### src/rtl/apb_uart_master.sv
// Single-transfer APB3/APB4 initiator: valid/ready command in, valid/ready response out.
// Optional ACCESS wait-state abort is enabled by defining APB_MASTER_TIMEOUT_EN.
module apb_uart_master #(
  parameter logic [31:0] BASE_ADDR = 32'hC300_0000,
  parameter int unsigned TIMEOUT   = 1024
) (
  input  logic        pclk,
  input  logic        prst,
  input  logic        cmd_valid,
  output logic        cmd_ready,
  input  logic        cmd_write,
  input  logic [31:0] cmd_offset,
  input  logic [31:0] cmd_wdata,
  input  logic [3:0]  cmd_strb,
  input  logic [2:0]  cmd_prot,
  output logic        rsp_valid,
  input  logic        rsp_ready,
  output logic [31:0] rsp_rdata,
  output logic        rsp_err,
  output logic        rsp_timeout,
  output logic        psel,
  output logic        penable,
  output logic        pwrite,
  output logic [31:0] paddr,
  output logic [31:0] pwdata,
  output logic [3:0]  pstrb,
  output logic [2:0]  pprot,
  input  logic        pready,
  input  logic [31:0] prdata,
  input  logic        pslverr
);

  typedef enum logic [1:0] {IDLE, SETUP, ACCESS, RESP} state_t;

  state_t state;

  if (TIMEOUT < 2 || TIMEOUT > 65535) begin : g_bad_timeout
    $error("apb_uart_master: TIMEOUT out of range 2..65535");
  end

  assign cmd_ready = (state == IDLE) && !prst;

`ifdef APB_MASTER_TIMEOUT_EN
  localparam logic [15:0] TO_LIMIT = 16'(TIMEOUT);

  logic [15:0] wait_cnt;
  logic        timeout_hit;

  // Abort on the edge where this wait cycle would make the count reach the limit.
  assign timeout_hit = (wait_cnt + 16'd1) == TO_LIMIT;
`else
  assign rsp_timeout = 1'b0;
`endif

  always_ff @(posedge pclk) begin
    if (prst) begin
      state     <= IDLE;
      psel      <= 1'b0;
      penable   <= 1'b0;
      pwrite    <= 1'b0;
      paddr     <= 32'h0;
      pwdata    <= 32'h0;
      pstrb     <= 4'h0;
      pprot     <= 3'h0;
      rsp_valid <= 1'b0;
      rsp_rdata <= 32'h0;
      rsp_err   <= 1'b0;
`ifdef APB_MASTER_TIMEOUT_EN
      rsp_timeout <= 1'b0;
      wait_cnt    <= 16'h0;
`endif
    end else begin
      case (state)
        IDLE: begin
          if (cmd_valid) begin
            state   <= SETUP;
            psel    <= 1'b1;
            penable <= 1'b0;
            pwrite  <= cmd_write;
            paddr   <= BASE_ADDR + cmd_offset;
            pwdata  <= cmd_wdata;
            // Reads must present all-zero strobes on APB4.
            pstrb   <= cmd_write ? cmd_strb : 4'h0;
            pprot   <= cmd_prot;
          end
        end

        SETUP: begin
          state   <= ACCESS;
          penable <= 1'b1;
`ifdef APB_MASTER_TIMEOUT_EN
          wait_cnt <= 16'h0;
`endif
        end

        ACCESS: begin
          if (pready) begin
            state     <= RESP;
            psel      <= 1'b0;
            penable   <= 1'b0;
            rsp_valid <= 1'b1;
            rsp_rdata <= pwrite ? 32'h0 : prdata;
            rsp_err   <= pslverr;
`ifdef APB_MASTER_TIMEOUT_EN
            rsp_timeout <= 1'b0;
          end else if (timeout_hit) begin
            state       <= RESP;
            psel        <= 1'b0;
            penable     <= 1'b0;
            rsp_valid   <= 1'b1;
            rsp_rdata   <= 32'h0;
            rsp_err     <= 1'b1;
            rsp_timeout <= 1'b1;
          end else begin
            wait_cnt <= wait_cnt + 16'd1;
`endif
          end
        end

        RESP: begin
          if (rsp_ready) begin
            state     <= IDLE;
            rsp_valid <= 1'b0;
          end
        end

        default: state <= IDLE;
      endcase
    end
  end

endmodule
### config.mk
export PLATFORM = sky130hd
export DESIGN_NAME = apb_uart_master
export DESIGN_NICKNAME = d
export VERILOG_FILES = /design/src/rtl/apb_uart_master.sv
export SDC_FILE = /design/constraint.sdc
export NUM_CORES = 1
export LEC_CHECK = 0
export ABC_AREA = 1
export CORE_MARGIN = 8
export CORE_UTILIZATION = 38
export CTS_BUF_LIST = sky130_fd_sc_hd__clkbuf_4 sky130_fd_sc_hd__clkbuf_8
export DETAILED_ROUTE_END_ITERATION = 8
export PLACE_DENSITY = 0.79
export SYNTH_ARGS = -nofsm -noshare
export SYNTH_HDL_FRONTEND = slang
export SYNTH_SLANG_ARGS = --single-unit
### constraint.sdc
create_clock -name pclk -period 1.45 [get_ports pclk]
set_clock_uncertainty 0.05 [all_clocks]
set_input_delay 0.2175 -clock pclk [delete_from_list [all_inputs] [get_ports pclk]]
set_output_delay 0.2175 -clock pclk [all_outputs]
set_load 0.05 [all_outputs]
# --- Word level (Yosys, flattened, before mapping) ---
# Index checks and enable logic that the tools add are counted.
word_totals:
  regBits: 110
  inputBits: 110
  word_cells: 44
op_classes:
  addsub: 1
  eq_ne: 6
  muxes: 14
  n_reduce_logical: 12
ops:
  columns: ["cell", "count"]
  rows:
  - ["adder 32 bit, first input constant", 1]
  - ["2-to-1 mux 32 bit", 1]
  - ["AND reduction 3 bit", 4]
  - ["case mux 2 bit (4 select lines)", 1]
  - ["2-to-1 mux 2 bit", 3]
  - ["inequality test 2 bit, second input constant", 3]
  - ["2-to-1 mux 1 bit", 5]
  - ["equality test 2 bit, second input constant", 2]
  - ["2-to-1 mux 4 bit", 1]
  - ["case mux 1 bit (2 select lines)", 2]
  - ["AND reduction 2 bit", 2]
  - ["nonzero test 2 bit", 2]
  - ["case mux 1 bit (3 select lines)", 1]
  - ["nonzero test 3 bit", 1]
  - ["equality test 2 x 1 -> 1 bit, second input constant", 1]
  - ["logical NOT 2 bit", 1]
  - ["logical AND 1 bit", 1]
  - ["logical NOT 1 bit", 1]

# --- Longest topological paths before layout ---
# Gate-level depths: netlist of the first run.
depth:
  depth_word: 3
  depth_mapped: 10
  ltp_nobuf: 10

# --- Worst setup path before layout of the first run ---
# No wires, ideal clock.
synth_path:
  path_type: "reg2out"
  start: "reg state[0]"
  end: "out cmd_ready"
  arrival_ns: 1.314
  path_slack_ns: -0.131
  stages_incl_launch_ff: 5
  path_buffers: 0
  cell_sequence: "dfxtp_1 inv_1 ha_1 inv_1 nor2_1"
synth_via:
  elab_chain_len: 2
synth_rtl:
  columns: ["item", "line_no", "rtl"]
  rows:
  - ["start, declared", "35", "state_t state;"]
  - ["start signal, assigned", "57", "state <= IDLE;"]
  - ["start signal, assigned", "76", "state <= SETUP;"]
  - ["start signal, assigned", "89", "state <= ACCESS;"]
  - ["logical NOT 2 bit", "41", "assign cmd_ready = (state == IDLE) && !prst;"]
  - ["logical AND 1 bit", "41", null]
  - ["end, declared", "10", "output logic cmd_ready,"]
# No other way between the ends.

# --- Worst setup path in the final report of the first run ---
# Same ends and word-level chain as after synthesis.

==> metrics.txt, run 1 <==
Multi-input gate area 0.00195 mm^2; # rows 39; root buffer cell clkbuf_8; number of synthesized flops with an enable pin 0; Synth cell types 29; final net count 871; Max Slew Vio Count 0; worst r2r dst rsp_rdata[20]; Ys Warns 0; routed via count 4410; hold wc startpoint cmd_offset[24]; chip width 125 um; critical path's top delay family flip-flops; Pre-antenna DRT Iters 4; Setup crit end kind output port; syn avg cell area 8.43 um^2; largest cells by area after synthesis dfxtp_1 49%, nor2_1 11%, nand3_2 6.5%, a21oi_2 5.7%, o21ai_0 5.6%; CORE AREA 0.0115 mm^2; top cell type's share of synthesized area 49.1%; cells along the critical path inv_4, ha_4, inv_4, nor2_4, buf_12; Post-synth ARST share 0%; clock share of power 12.1%; WHS Path Cells 3; vias in the first global route 4595; sequential element share of the synthesized area 49.1%; Hold WC Path Type in2reg; smallest hold slack 0.134 ns; Sw Pwr 6.13 mW; Fmax 0.656 GHz; most numerous cell in the Yosys netlist nor2_1; worst reg2reg setup slack -0.02 ns; Reg power frac 30.7%; Synth Cell Area 0.00449 mm^2; failing checks negative setup slack; final period utilization 105%; number of buffers inserted by port buffering 218; area delta synth->final 83.6%; power per cell area 1760 mW/mm^2; die area 0.0155 mm^2; Int Power 8.36 mW; post-layout util 71.8%; Overflow after GRT 0; final worst slack -0.0735 ns; slowest CP cell dfxtp_4; synth cell count leaders 133 x nor2_1, 110 x dfxtp_1, 57 x nand2_1; # clock sinks 110; status finished, violations left; Worst Setup Start Kind flip-flop; CP arrival 1.26 ns; sw frac 42.3%; ANT nets after route 0; crit path max fanout 3; initial antenna violation count 0; Finish-stage setup viols 14; routability-driven placement congestion ratio 0.766; Crit Path Class reg2out; LEAKAGE 3.23 nW; Post-Synthesis Cells 532; Gate power share 57.2%; # hold bufs at CTS 0; initial DRC count 117; CTS tree yes; layout cell share with drive strength beyond 1 30.7%; H-tree levels 3; Total Routing Usage GR 18.9%; worst path bufs/invs 3; first-pass GRT wire length 23.9 mm; Yosys top cell by area dfxtp_1; Post-Synthesis Net Count 649; wire per inst 16.8 um; max_cap viols 0; worst vdd ir 1.21 mV; Seq cells post-synth 110; HPWL after DPL 11.8 mm; vias per cell 4.89; Final Routed Wirelength 15.1 mm; I/O pins 220; antenna cells 0; final hold viol count 0; Initial Utilization 39.1%; r2r startpoint state[1]; most frequent CP cell inv_4; Clock Path Buffers 2; CP required 1.18 ns; insertion delay to the later sink of the worst-skew pair 0.38 ns; fillcell total 803; reg2reg path depth 7; RSZ-0062 raised after global routing yes; Storage cell area 0.00221 mm^2; Primary FF master, synth dfxtp_1; CTS buffer count 9; largest net degree at the start of global routing 69; Worst path max stage delay 0.36 ns; Endpoint, Worst Hold paddr[24]; Die H 125 um; detailed-route DRC error count 0; Reg clk slew, reported paths 0.10 ns; Tmin final 1.52 ns
kinds of logic after synthesis:
family                     synth area share [%]
AOI/OAI and AO/OA                          15.7
xor gates and xnor gates                  0.586
adders and majority gates                  1.95
buffers and inverters                      8.50
DFF                                        49.1
other                                    0.0836
and+or+nand+nor                            24.1
routing by layer:
metal | global-route usage (%) | up-vias | part of all wire [%]
met1 | 19.5 | 2061 | 38
met2 | 33.0 | 169 | 50
li1 | - | 2160 | -
met5 | 0 | - | 0
met4 | 7.30 | 0 | 2.0
met3 | 8.04 | 20 | 9.8
power by group through the flow:
stage / clock (mW) / sequential, mW / combinational [mW]
floorplan: 0 / 6.37 / 2.10
global placement: 0 / 4.44 / 7.86
detailed placement: 0 / 4.50 / 8.02
CTS: 1.82 / 4.45 / 8.17
global route: 1.93 / 4.53 / 8.73
finish: 1.75 / 4.45 / 8.29
cells in the final DEF (no fill, tap or decap), types with 2 or more instances in the layout:
cell type,n
clkinv_4,3
a21oi_2,29
clkbuf_8,11
dfxtp_1,108
clkdlybuf4s50_1,107
nor2_2,3
inv_1,16
nor2_1,130
o21ai_1,21
xor2_1,3
nand3_2,31
nand2_1,56
buf_12,116
buf_4,19
a21oi_1,17
buf_8,2
nand2_2,2
ha_1,5
inv_4,2
clkbuf_4,3
nand3_1,6
o21ai_0,49
inv_2,2
what timing repair did:
item,in CTS,in global routing
pin swaps,2,3
gates resized for setup,13,15
setup buffers,2,2
endpoints found under the setup margin,99,84
gates cloned,0,1
worst min-delay path: stages:
cell	delay (ns)
dlymetal6s2s_1	0.12
buf_4	0.13
a21oi_1	0.05
layout make-up:
class | count | area share (%)
Timing Repair Buffer | 248 | 43.9
Sequential cell | 110 | 26.8
Multi-Input combinational cell | 362 | 23.6
Tap cell | 143 | 2.17
Clock buffer | 14 | 2.11
Inverter | 23 | 1.29
Clock inverter | 1 | 0.0607
registers in the layout, summed over array words and instances (netlist names):
| signal | count |
|---|---|
| state | 2 |
| pwrite | 1 |
| psel | 1 |
| pstrb | 4 |
| rsp_err | 1 |
| pprot | 3 |
| pwdata | 32 |
| paddr | 32 |
| rsp_rdata | 32 |
| rsp_valid | 1 |
| penable | 1 |
worst max-delay path by stage:
stage / slack [ns] / cells past startpoint / endpoint / from
finish: -0.07 / 5 / cmd_ready / state[0]
global route: -0.13 / 5 / cmd_ready / state[0]
CTS: -0.11 / 5 / cmd_ready / state[0]
detailed placement: -0.27 / 11 / paddr[30] / cmd_offset[24]
global placement: -0.23 / 11 / paddr[30] / cmd_offset[24]
floorplan: 0.08 / 7 / rsp_err / state[0]
stage by stage:
step | TNS [ns] | total power [mW] | std cells | worst slack (ns) | instance area, um^2
2_1_floorplan | 0 | 8.47 | 532 | 0.0781 | 4490
3_3_place_gp | -2.54 | 12.3 | 881 | -0.227 | 7930
3_5_place_dp | -6.49 | 12.5 | 881 | -0.272 | 7930
4_1_cts | -0.293 | 14.4 | 898 | -0.105 | 8160
5_1_grt | -4.44 | 15.2 | 901 | -0.127 | 8240
6_report | -0.172 | 14.5 | 901 | -0.0735 | 8240
Note: power is estimated with default switching activity, not from simulation.
==> inputs of run 2 (changes only) <==
- REMOVE_ABC_BUFFERS: unset -> 1
==> run 2 against run 1 <==
Against the previous run:
- total power up 23%
- design area rose by 15%
- wire length rose by 43%
- non-clock buffer count increased by 23
- critical path depth grew 4
- the flow still finishes with violations (negative setup slack)
- maximum frequency fell by 5.9%
- register-to-register slack lost 0.15 ns
- first-iteration DRC count rose by 130%
- die area did not move
==> metrics.txt, run 2 (synthesis results as in run 1) <==
met1 GRT Util 22.1%; worst vdd ir 1.39 mV; slowest CP cell dfxtp_2; die area 0.0155 mm^2; I/O pins 220; ANT nets after route 0; status finished, violations left; reg2reg path depth 9; layout cell share with drive strength beyond 1 45.9%; DP Worst Slack -0.205 ns; root buffer cell clkbuf_8; HPWL after DPL 12.2 mm; placed insts 881; vias per cell 5.33; # hold bufs at CTS 0; routability-driven placement congestion ratio 0.804; max_cap viols 0; Die H 125 um; vias in the first global route 4872; failing checks negative setup slack; Setup crit end kind flip-flop; placed inst area 0.00790 mm^2; Finish-stage setup viols 86; Critical Path Source state[0]; number of buffers inserted by port buffering 218; routed via count 4934; worst path bufs/invs 5; antenna cells 0; Clock Path Buffers 2; final instance area 0.00950 mm^2; initial DRC count 274; power per cell area 1870 mW/mm^2; r2r startpoint state[0]; CTS buffer count 9; WHS Path Cells 2; Reg clk slew, reported paths 0.11 ns; Worst Setup Start Kind flip-flop; CTS tree yes; commonest non-fill, non-tap cell in the layout buf_12; final period utilization 112%; CORE AREA 0.0115 mm^2; Total Routing Usage GR 21.1%; GR peak layer met2; H-tree levels 3; Initial Utilization 39.1%; worst reg2reg setup slack -0.17 ns; largest net degree at the start of global routing 69; CP arrival 1.90 ns; highest-count cells in the layout ignoring fill and taps 118 x buf_12, 108 x clkdlybuf4s50_1, 108 x dfxtp_1; cells along the critical path inv_2, buf_4, buf_6, ha_4, nand2_8, buf_12, clkbuf_16, nand2_4, a21oi_2; final hold viol count 0; Crit Path Class reg2reg; first-pass GRT wire length 26.5 mm; Hold WC Path Type in2reg; Pre-antenna DRT Iters 5; biggest registers after layout paddr: 32 flops, pwdata: 32 flops, rsp_rdata: 32 flops; met3 global-route usage 9.19%; hold wc startpoint prst; Endpoint, Worst Hold rsp_rdata[13]; crit path max fanout 8; worst r2r dst rsp_rdata[15]; Worst path max stage delay 0.37 ns; critical path's top delay family buffers and inverters; RSZ-0062 raised after global routing yes; # rows 39; wire per inst 23.4 um; area delta synth->final 112%; Max Slew Vio Count 0; final worst slack -0.170 ns; detailed-route DRC error count 0; Fmax 0.617 GHz; final net count 894; CP required 1.73 ns; global routing met2 resource utilization 36.2%; Final Routed Wirelength 21.6 mm; initial antenna violation count 1; Overflow after GRT 0; insertion delay to the later sink of the worst-skew pair 0.39 ns; chip width 125 um; Finished Layout Cells 925; LEAKAGE 3.67 nW; Tmin final 1.62 ns; # clock sinks 110
run 2: routing by layer:
metal | vias to the layer above | wire length (um) | share of wire [%]
met5 | - | 10 | 0.046
met4 | 2 | 865 | 4.0
met3 | 65 | 2160 | 10
met2 | 272 | 10900 | 50
met1 | 2378 | 7690 | 36
li1 | 2217 | - | -
run 2: how the worst max path moves through the flow:
stage                               end  slack, ns  cells past startpoint
after floorplan                pstrb[0]      -0.91                      8
after global placement        paddr[30]      -0.19                     11
after detailed placement      paddr[30]      -0.20                     11
after CTS                     cmd_ready      -0.18                      6
after global routing      rsp_rdata[15]      -0.20                      9
final                     rsp_rdata[15]      -0.17                      9
run 2: where the power goes:
part | internal (mW) | total, mW | switching [mW]
sequential | 3.72 | 4.73 | 1.01
clock | 1.16 | 2.32 | 1.16
combinational | 5.17 | 10.8 | 5.59
total | 10.0 | 17.8 | 7.76
run 2: stage by stage:
step | hold WS, ns | setup TNS [ns] | total power [mW] | util [%]
floorplan | 0.230 | -64.12 | 8.07 | -
global placement | 0.420 | -4.52 | 12.3 | 68.9
detailed placement | 0.435 | -6.64 | 12.5 | 68.9
CTS | 0.0820 | -0.180 | 15.3 | 73.0
global route | 0.114 | -8.70 | 18.4 | 82.9
finish | 0.124 | -5.80 | 17.8 | 82.9
run 2: cell type report:
cell class	instances	area, um^2
Clock buffer	9	124
Inverter	23	114
Sequential cell	110	2200
Clock inverter	7	120
Timing Repair Buffer	271	4130
Tap cell	143	179
Multi-Input combinational cell	362	2640
Fill cell	552	1960
run 2: worst reg2reg max path, stage by stage (launching register included):
cell,delay [ns]
dfxtp_2,0.37
inv_2,0.06
buf_4,0.13
buf_6,0.11
ha_4,0.19
nand2_8,0.10
buf_12,0.16
clkbuf_16,0.20
nand2_4,0.06
a21oi_2,0.12
run 2: what timing repair did:
| action | CTS | global route |
|---|---|---|
| endpoints found under the hold margin | 0 | 0 |
| endpoints found under the setup margin | 71 | 95 |
| resized for setup | 29 | 218 |
| gates cloned | 4 | 13 |
| setup buffers | 5 | 6 |
| pin swaps | 3 | 57 |
==> inputs of run 3 (changes only) <==
- TNS_END_PERCENT: unset -> 10
==> run 3 against run 2 <==
Against the previous run:
- the run still ends with negative setup slack left
- first-iteration DRC count is 6.2% higher
- sequential power shrank 4%
- combinational power is 13% lower
- wire length shrank 16%
- non-clock buffer count is 11 lower
- critical path type is now reg2out
- critical endpoint is now cmd_ready
- highest routed layer unchanged
==> metrics.txt, run 3 (synthesis results as in run 1) <==
I/O pins 220; Fmax 0.621 GHz; number of buffers inserted by port buffering 218; max_cap viols 0; CORE AREA 0.0115 mm^2; Worst Setup Start Kind flip-flop; first-pass GRT wire length 25.7 mm; Worst path max stage delay 0.35 ns; wire per inst 19.8 um; CTS buffer count 9; status finished, violations left; detailed-route DRC error count 0; Setup TNS -0.505 ns; Worst setup endpoint cmd_ready; Reg clk slew, reported paths 0.11 ns; routability-driven placement congestion ratio 0.804; Clock Path Buffers 2; largest net degree at the start of global routing 69; worst reg2reg setup slack -0.07 ns; reg2reg path depth 9; Overflow after GRT 0; CP required 1.18 ns; biggest registers after layout paddr: 32 flops, pwdata: 32 flops, rsp_rdata: 32 flops; worst r2r dst pwdata[27]; slowest CP cell dfxtp_2; fillcell total 713; layout cell share with drive strength beyond 1 39.0%; Max Slew Vio Count 0; RSZ-0062 raised after global routing yes; Initial Utilization 39.1%; area delta synth->final 95.5%; cells along the critical path inv_2, ha_4, buf_6, inv_4, nor2_4, buf_12; H-tree levels 3; antenna cells 0; Die H 125 um; Final Routed Wirelength 18.1 mm; highest-count cells in the layout ignoring fill and taps 114 x buf_12, 108 x clkdlybuf4s50_1, 108 x dfxtp_1; LEAKAGE 3.40 nW; r2r startpoint state[0]; power per cell area 1850 mW/mm^2; # clock sinks 110; routed via count 4696; Tmin final 1.61 ns; Finish-stage setup viols 22; smallest hold slack 0.106 ns; final worst slack -0.160 ns; final net count 883; Total Routing Usage GR 20.5%; vias per cell 5.14; vias in the first global route 4789; HPWL after DPL 12.2 mm; worst vdd ir 1.19 mV; insertion delay to the later sink of the worst-skew pair 0.38 ns; Pre-antenna DRT Iters 4; CP arrival 1.34 ns; chip width 125 um; final period utilization 111%; root buffer cell clkbuf_8; initial antenna violation count 1; initial DRC count 291; ANT nets after route 0; commonest non-fill, non-tap cell in the layout buf_12; Setup crit end kind output port; Critical Path Source state[1]; # hold bufs at CTS 0; # rows 39; failing checks negative setup slack; final hold viol count 0; crit path max fanout 2; die area 0.0155 mm^2; Hold WC Path Type in2reg; CTS tree yes; Crit Path Class reg2out; hold wc startpoint prst
==> run 3: where the power goes <==
part / leakage, nW / switching [mW] / internal [mW]
Clock: 0.120 / 1.10 / 1.16
Combinational: 2.38 / 4.93 / 4.47
Sequential: 0.904 / 0.841 / 3.72
==> run 3: final cells by class <==
class                      count  area (um^2)  area share [%]
timing repair buffer         260         3860            44.0
sequential                   110         2200            25.1
multi-input combinational    362         2170            24.7
tap                          143          179            2.04
clock buffer                   9          124            1.41
clock inverter                 7          120            1.37
inverter                      23          116            1.33
==> run 3: routing by layer <==
layer | vias up | track usage, % | wire length, um
met4 | 2 | 8.79 | 451
met2 | 223 | 34.9 | 9180
met3 | 33 | 9.28 | 1760
li1 | 2187 | - | -
met1 | 2251 | 21.3 | 6730
met5 | - | 0 | 10
==> run 3: stage by stage <==
| stage | total power, mW | setup slack, ns | cells | area, um^2 | util [%] |
|---|---|---|---|---|---|
| CTS | 15.1 | -0.180 | 902 | 8280 | 72.2 |
| floorplan | 8.07 | -0.913 | 495 | 4200 | - |
| global route | 16.9 | -0.206 | 914 | 8770 | 76.5 |
| finish | 16.2 | -0.160 | 914 | 8770 | 76.5 |
| detailed placement | 12.5 | -0.205 | 881 | 7900 | 68.9 |
| global placement | 12.3 | -0.185 | 881 | 7900 | 68.9 |
==> run 3: worst min path at each step <==
| stage | slack (ns) | endpoint | depth (start not counted) |
|---|---|---|---|
| floorplan | 0.23 | rsp_rdata[0] | 1 |
| global placement | 0.42 | penable | 2 |
| detailed placement | 0.44 | penable | 2 |
| CTS | 0.08 | rsp_rdata[13] | 2 |
| global route | 0.09 | rsp_rdata[13] | 2 |
| finish | 0.11 | rsp_rdata[13] | 2 |
==> run 3: critical path, delay by kind of cell, from the launching register on <==
kind	cells	cell delay (ns)
adders and majority gates	1	0.14
buffers and inverters	4	0.36
DFF	1	0.35
and+or+nand+nor	1	0.11
==> run 3: timing repair <==
item | 4_1_cts | 5_1_grt
pin swaps | 2 | 7
resized for setup | 25 | 90
gates cloned | 1 | 9
endpoints found under the setup margin | 71 | 96
buffers inserted | 4 | 3
==> RTL edit, RTL diff (flow settings as in run 2) <==
Build with the macro `APB_MASTER_TIMEOUT_EN` defined.
--- a/src/rtl/apb_uart_master.sv
+++ b/src/rtl/apb_uart_master.sv
@@ -2,2 +2,4 @@
 // Optional ACCESS wait-state abort is enabled by defining APB_MASTER_TIMEOUT_EN.
+`define APB_MASTER_TIMEOUT_EN
+
 module apb_uart_master #(
Formal check against the unedited RTL: same outputs for any inputs over 4 cycles, from zero or initial values and one cycle with prst high; that may be too few to reach the edited logic, so the function may still have changed.
==> RTL edit against run 2 <==
  * The run still ends with negative setup slack left
  * Final cell count rose by 28%
  * Hold slack got worse by 0.075 ns
  * First-iteration DRC count rose by 3.3%
  * Critical path depth rose by 3
  * Design area rose by 14%
  * Sequential cell count rose by 17
  * Synthesized area rose by 17%
  * Worst setup slack got worse by 0.44 ns
  * Die area rose by 15%
  * Utilization fell by 3.5 points
  * Total power rose by 7.4%
  * Maximum frequency fell by 21%
  * Wire length rose by 7.2%
  * Sequential share of layout area rose by 0.35 points
  * Critical path type unchanged
  * Largest cell class unchanged
==> RTL edit: results (changes against run 2) <==
- Failing checks: negative setup slack
- Endpoints failing setup: 126 (+47%)
- Outcome: finished with violations
- Initial DRC Count: 283 (+3.3%)
- Design area: 0.01085 mm^2 (+14%)
- # fillers: 744 (+35%)
- Peak VDD IR: 0.001653 V (+19%)
- Layout cells sized above 1: 39.09% (-6.8 points)
- Total global-route track usage: 20.71% (-0.42 points)
- H-tree levels: 4 (+1)
- Port-buffer cells: 219 (+0.46%)
- Initial antenna violation count: 0 (-1)
- Worst skew pair latency: 0.45 ns (+0.06 ns)
- Gpl congestion: 0.8807 (+9.5%)
- Top cells by area, synth: dfxtp_1 (48%), nor2_1 (11%), nand2_1 (7.7%), nand3_1 (6.8%), o21ai_0 (6.8%)
- Placed Area: 0.009110 mm^2 (+15%)
- Final cell count without fillers: 1,188 (+28%)
- Worst Hold Depth: 2 (unchanged)
- Compound-Gate Fraction of Synth Area: 13.33% (-2.4 points)
- Worst path slowest cell: dfxtp_4
- Distinct cells, synth: 28 (-3.4%)
- Fin worst setup slack: -0.6067 ns (-0.4370 ns)
- Wirelength per Cell: 19.49 um (-17%)
- Reg2Reg Depth: 12 (+3)
- Clock Path Buffers: 2 (unchanged)
- Seq/Total Area, Yosys: 48.46% (-0.62 points)
- Pin count of the biggest net entering global routing: 65 (-5.8%)
- Fin Setup TNS: -35.24 ns (-29.44 ns)
- CTS buffer count: 17 (+8)
- Crit path max-delay family: simple AND/OR/NAND/NOR gates
- Synthesized instance count: 713 (+34%)
- Routed via count: 6,183 (+25%)
- Vias in the first global route: 5,896 (+21%)
- XOR/XNOR share of the synthesized area: 1.002% (+0.42 points)
- Critical path arrival: 2.39 ns (+0.49 ns)
- P_leak: 4.286 nW (+17%)
- Area share of fa/ha/maj cells after synthesis: 1.669% (-0.28 points)
- Final HPWL DP: 13,450 um (+10%)
- Post-synth top cells: nor2_1 (149), dfxtp_1 (127), nand2_1 (107), nand3_1 (71), o21ai_0 (71)
RTL edit: changes by cell type in the layout (fill, tap and decap cells not counted), moves of 22 or more:
cell and delta:
o21ai_0 -25, nand3_2 -22, buf_4 +28, nand2_1 +68, a21oi_2 -23, nand2_4 -28, a21oi_1 +41, o21ai_2 +29
nand3_1 +60
RTL edit: where the power goes:
part	internal (W)	switching, W
sequential	0.00422	0.000985
combinational	0.00506	0.00543
clock	0.00190	0.00154
total	0.0112	0.00795
RTL edit: final cells by class:
cell class	instances	share of cell area (%)
Timing Repair inverter	1	0.1845
Tap cell	180	2.075
Timing Repair Buffer	304	40.17
Inverter	38	1.499
Clock buffer	21	2.663
Sequential cell	127	23.55
Multi-Input combinational cell	506	28.45
Clock inverter	11	1.406
RTL edit: final timing paths:
| kind | from | end | slack (ns) |
|---|---|---|---|
| max | wait_cnt[1]$_SDFFE_PP0P_ | wait_cnt[12]$_SDFFE_PP0P_ | -0.61 |
| min | prst | psel$_SDFFE_PP0P_ | 0.05 |
| min reg2reg | rsp_timeout$_SDFFE_PP0P_ | rsp_timeout$_SDFFE_PP0P_ | 0.45 |
| max reg2reg | wait_cnt[1]$_SDFFE_PP0P_ | wait_cnt[12]$_SDFFE_PP0P_ | -0.61 |
RTL edit: timing repair:
action	in CTS	in global routing
pin swaps	15	24
gates resized for setup	95	207
gates cloned	3	13
buffers inserted	3	9
endpoints found under the setup margin	94	127
RTL edit: per-layer routing:
| metal | vias to the layer above | GRT usage [%] | routed length (um) | share of wire, % |
|---|---|---|---|---|
| met5 | - | 0 | 0 | 0 |
| met4 | 0 | 6.114 | 727 | 3.1 |
| met3 | 61 | 11.56 | 2442 | 11 |
| met2 | 284 | 35.07 | 11580 | 50 |
| met1 | 2938 | 21.49 | 8402 | 36 |
| li1 | 2900 | - | - | - |
